## src/rtl/period_meter.sv

```systemverilog
// rtl/period_meter.sv - measures period and high time of a slow asynchronous square wave
// Counts are in clk50 cycles between consecutive synchronized rising edges of sig_in.
module period_meter #(
  parameter int CNT_WIDTH = 16,
  parameter int TIMEOUT   = 1000
) (
  input  logic                 clk50,
  input  logic                 reset,
  input  logic                 sig_in,
  input  logic                 start,
  input  logic                 continuous,
  output logic [CNT_WIDTH-1:0] period,
  output logic [CNT_WIDTH-1:0] high_time,
  output logic                 valid,
  output logic                 busy,
  output logic                 timeout
);

  typedef enum logic [1:0] {IDLE, ARM, MEASURE} state_t;

  localparam logic [CNT_WIDTH-1:0] ONE     = CNT_WIDTH'(1);
  localparam logic [CNT_WIDTH-1:0] WD_LAST = CNT_WIDTH'(TIMEOUT - 1);

  state_t               state, state_n;
  logic                 s1, s2, s3;
  logic                 rise;
  logic [CNT_WIDTH-1:0] cnt, hcnt, wd;
  logic                 wd_expire;
  logic                 do_arm, do_load, do_capture, do_abort;

  assign rise      = s2 & ~s3;
  // Abort on the cycle that would count the TIMEOUT-th rise-free cycle.
  assign wd_expire = (wd == WD_LAST);
  assign busy      = (state != IDLE);

  always_comb begin
    state_n    = state;
    do_arm     = 1'b0;
    do_load    = 1'b0;
    do_capture = 1'b0;
    do_abort   = 1'b0;
    case (state)
      IDLE: begin
        if (start) begin
          state_n = ARM;
          do_arm  = 1'b1;
        end
      end
      ARM: begin
        if (rise) begin
          state_n = MEASURE;
          do_load = 1'b1;
        end else if (wd_expire) begin
          state_n  = IDLE;
          do_abort = 1'b1;
        end
      end
      MEASURE: begin
        if (rise) begin
          do_capture = 1'b1;
          if (continuous) do_load = 1'b1;
          else            state_n = IDLE;
        end else if (wd_expire) begin
          state_n  = IDLE;
          do_abort = 1'b1;
        end
      end
      default: state_n = IDLE;
    endcase
  end

  always_ff @(posedge clk50) begin
    if (reset) begin
      state     <= IDLE;
      s1        <= 1'b0;
      s2        <= 1'b0;
      s3        <= 1'b0;
      cnt       <= '0;
      hcnt      <= '0;
      wd        <= '0;
      period    <= '0;
      high_time <= '0;
      valid     <= 1'b0;
      timeout   <= 1'b0;
    end else begin
      state <= state_n;
      s1    <= sig_in;
      s2    <= s1;
      s3    <= s2;
      valid <= do_capture;

      if (do_arm)        timeout <= 1'b0;
      else if (do_abort) timeout <= 1'b1;

      if (do_arm)              wd <= '0;
      else if (state != IDLE)  wd <= rise ? '0 : wd + ONE;

      if (do_load) begin
        cnt  <= ONE;
        hcnt <= ONE;
      end else if (state == MEASURE && !rise) begin
        cnt <= cnt + ONE;
        if (s2) hcnt <= hcnt + ONE;
      end

      if (do_capture) begin
        period    <= cnt;
        high_time <= hcnt;
      end
    end
  end

endmodule

```

## config.mk

```make
export PLATFORM = sky130hd
export DESIGN_NAME = period_meter
export DESIGN_NICKNAME = d
export VERILOG_FILES = /design/src/rtl/period_meter.sv
export SDC_FILE = /design/constraint.sdc
export NUM_CORES = 1
export LEC_CHECK = 0
export CAP_MARGIN = 20
export CORE_MARGIN = 3
export CORE_UTILIZATION = 56
export CTS_BUF_LIST = sky130_fd_sc_hd__clkbuf_8 sky130_fd_sc_hd__clkbuf_16
export CTS_CLUSTER_DIAMETER = 30
export DETAILED_ROUTE_END_ITERATION = 10
export HOLD_SLACK_MARGIN = 0.1
export PLACE_DENSITY_LB_ADDON = 0.3
export SLEW_MARGIN = 10
export SYNTH_ARGS = -nofsm -noshare
export SYNTH_HDL_FRONTEND = slang
export SYNTH_SLANG_ARGS = --single-unit
```

## constraint.sdc

```tcl
create_clock -name clk50 -period 5.4 [get_ports clk50]
set_input_delay 1.08 -clock clk50 [delete_from_list [all_inputs] [get_ports clk50]]
set_output_delay 1.08 -clock clk50 [all_outputs]
set_load 0.02 [all_outputs]
```

After elaboration in Yosys (flattened, before gate mapping)
Cells that the tools add are included.

word-level totals
  output and inout port bits = 35
  input port bits = 5
  register bits after elaboration = 87
  logic and storage cells = 57

operators by class
  equality and inequality tests = 5
  bitwise gates (word level) = 2
  reductions and logical operators = 12
  multiplexer cells = 22
  add/subtract/negate cells = 3

operators with widths
  operator                                                number
  adder 16 x 1 -> 16 bit (second input constant)          3
  equality test 16 x 10 -> 1 bit (second input constant)  1
  two-way mux 16 bit                                      1
  two-way mux 1 bit                                       14
  two-way mux 2 bit                                       5
  one-hot mux 2 bit (3 select lines)                      1
  AND reduction 2 bit                                     3
  nonzero test 2 bit                                      3
  OR reduction 2 bit                                      3
  != test 3 bit (second input constant)                   1
  equality test 2 x 1 -> 1 bit (second input constant)    1
  equality test 2 bit (second input constant)             1
  zero test 2 bit                                         1
  != test 2 bit (second input constant)                   1
  one-hot mux 1 bit (2 select lines)                      1
  AND 1 bit                                               1
  logical AND 1 bit                                       1
  zero test 1 bit                                         1
  NOT 1 bit                                               1

Logic depth before layout (Yosys ltp)
  depth in word-level cells = 6
  gate-level depth with buffers = 8
  mapped depth without buffers = 6

Least setup slack after synthesis
OpenSTA, ideal clock, no wires.

  path type = input-to-reg
  start point = in continuous
  end point = reg hcnt[15]
  required time = 5.341 ns
  setup slack = 3.167 ns
  cell stages on the path = 5
  data arrival time = 2.174 ns
  setup time = 0.059 ns
  path buffers = 1
  path through = a21o_1 > a31o_2 > buf_6 > or4_1 > nand2_1

on the way
  longest elaborated chain between the ends = 4

ends and longest elaborated chain
  item                                 RTL line  source
  start: declaration                   11        input logic continuous,
  two-way mux 1 bit                    61        if (continuous) do_load = 1'b1;
  two-way mux 1 bit                    59        if (rise) begin
  one-hot mux 1 bit (2 select lines)   42        case (state)
  OR reduction 2 bit (no source line)  n/a
  end signal: assignment               103       if (s2) hcnt <= hcnt + ONE;
  end: declaration                     27        logic [CNT_WIDTH-1:0] cnt, hcnt, wd;

No other way between the ends.
A chain may end at the register's enable or synchronous reset.

Final worst setup path
  start point = reg state[0]
  end point = out busy

on the way
  longest elaborated chain between the ends = 1

ends and longest elaborated chain
  item                      RTL line  source
  start: declaration        24        state_t state, state_n;
  start signal: assignment  86        state <= state_n;
  nonzero test 2 bit        34        assign busy = (state != IDLE);
  end: declaration          15        output logic busy,

No other way between the ends.

==> results.tsv <==
metric	value	unit
max cap viols	0	
worst rel slew slack	60.94	%
critical path cell sequence	inv_1 > ha_1 > inv_1 > clkdlybuf4s50_1	
Total Routing Usage GR	22.31	%
Post-synth EDFFs	0	
CP startpoint	state[0]	
Fin Setup TNS	0	ns
CTS tree	done	
Core Area	6166	sq um
Initial Utilization	59.98	%
final core occ	69.48	%
outcome	complete, no violations	
diodes inserted	0	
area of the multi-input gates	1831	sq um
type of the worst setup path	reg -> out	
ys flop type	dfxtp_1	
PortBufs	39	
peak supply drop	0.2123	mV
PD cells	261.9	nW/um^2
Routed Antenna Nets	0	
clock root cell	clkbuf_8	
Fin. Hold Viols	0	
Chip Height	87.27	um
vias in the first global route	3058	
fillcell total	514	
Async S/R FF share, synth	0	%
nets@finish	481	
drt first-iter violations	170	
IO Pins	40	
Syn-to-layout area delta	15.83	%
leakage power	1.402	nW
hold crit path type	reg -> reg	
Seq. cell area	1742	sq um
Achievable Freq	330.4	MHz
flops & latches, synth	87	
Slew Viols, Final	0	
CTS buffer count	9	
CP arrival	1.95	ns
die width	87.27	um
initial antenna violation count	0	
CTS resizes	0	
drt drc	0	
post-CTS setup buffers	0	
part of the Yosys area used for sequential elements	47.09	%
Die ar.	7616	sq um
via/cell ratio	5.770	
hold wc startpoint	s1	
drt pass-1 iters	4	
period utilization	56.04	%
Row Count	28	
Critical Path End Type	output pin	
share of layout cells above drive strength 1	5.708	%
detailed placer's ending HPWL	5340	um
min cycle time layout	3.026	ns
most frequent cells in the layout	nand2_1, dfxtp_1, a21oi_1, clkdlybuf4s50_1, nor2_1	
grt ovf	0	
CTS Hold Bufs	0	
clk_skew	0.006996	ns
critical path's largest stage delay	0.62	ns
commonest non-fill, non-tap cell in the layout	nand2_1	
Mean Syn Cell Area	8.444	sq um
largest net degree at the start of global routing	44	
startpoint types	flop	
Syn Std Cell Area	3699	sq um
Yosys warnings	0	
worst skew pair latency	0.35	ns
Longest Clk Path Bufs	2	
Worst EP required	4.32	ns
clock slew at reported path FFs	0.08	ns
total wire length	7819	um
Mapped Nets	450	
Vias	3162	
CP most frequent cell	inv_1	
wire length per cell	14.27	um
Final setup violation count	0	
Clock H-tree levels	3	
Yosys cell types	49	
Crit-path slowest cell	clkdlybuf4s50_1	
first-pass GRT wire length	13590	um
unrepaired setup endpoints after global routing	no	
CTS Sinks	87	
Placer Congestion	0.8115	
CP max FO	10	
reg-to-reg critical path startpoint	state[0]	
Cells after Synth	438	
worst slew pin tran	0.5805	ns
## worst max-delay path, delay by kind of cell, from the launching register on
kind                     cells  cell delay (ns)
buffers and inverters        3             0.87
flip-flops                   1             0.40
adder cells (fa/ha/maj)      1             0.33
## sequential cells by signal (all words and copies together) (netlist names)
register and flops:
cnt 16, hcnt 16, high_time 16, period 16
s1 1, s2 1, s3 1, state 2
timeout 1, valid 1, wd 16
## power breakdown
| group | switching (mW) | internal [mW] | leakage (nW) | total (mW) |
|---|---|---|---|---|
| Combinational | 0.0316 | 0.0181 | 0.603 | 0.0497 |
| Sequential | 0.00376 | 0.645 | 0.701 | 0.648 |
| Clock | 0.218 | 0.206 | 0.0975 | 0.424 |
## routing by layer
layer	routed length [um]	vias to the layer above	track usage [%]	part of all wire, %
met5	0	-	0	0
met4	71	0	6.695	0.91
met3	338	10	6.244	4.3
met2	3855	69	36.99	49
met1	3554	1492	28.20	45
li1	-	1591	-	-
## stage by stage
stage / cells / power (mW) / setup slack, ns / hold slack, ns / instance area (sq um)
after floorplan: 438 / 0.7001 / 3.167 / 0.4138 / 3699
after global placement: 531 / 0.7089 / 2.347 / 0.4221 / 4083
final: 548 / 1.122 / 2.374 / 0.4421 / 4284
after CTS: 546 / 1.129 / 2.357 / 0.4437 / 4262
after detailed placement: 531 / 0.7115 / 2.273 / 0.4223 / 4083
after global routing: 548 / 1.169 / 2.240 / 0.4654 / 4284
## final cells by class
class	count	share of cell area, %
clock buffers	9	2.891
clock inverters	6	1.285
inverters	5	0.4381
multi-input cells	324	42.73
flip-flops and latches	87	40.65
well taps	75	2.190
repair buffers	42	9.813
## path summary, 6_finish.rpt
path,to,slack (ns),cells after the start
min,s2,0.44,1
min reg2reg,s2,0.44,1
max reg2reg,cnt[15],3.01,6
max,busy,2.37,4
## cell usage after synthesis (all sizes together), types with 7 or more instances
cell / number / area (sq um)
and3: 7 / 45.05
ha: 7 / 87.58
nand2: 92 / 345.3
xor2: 14 / 122.6
or3: 8 / 52.55
clkbuf: 17 / 63.81
a21oi: 53 / 265.3
xnor2: 12 / 105.1
dfxtp: 87 / 1742
nand3: 16 / 80.08
nand4: 13 / 81.33
or4: 7 / 52.55
o21ai: 11 / 55.05
nor2: 28 / 105.1
## logic make-up (layout without fill, tap and decap cells)
kind of cell    count (synthesis)  in the layout  share of synthesized area, %
xor+xnor                       26             26                         6.157
fa+ha+maj                       7              7                         2.368
compound gates                 83             83                         12.65
buf+inv                        27             62                         3.417
simple gates                  208            208                         28.32
flops                          87             87                         47.09
No activity file was read; power rests on OpenSTA's default activity.
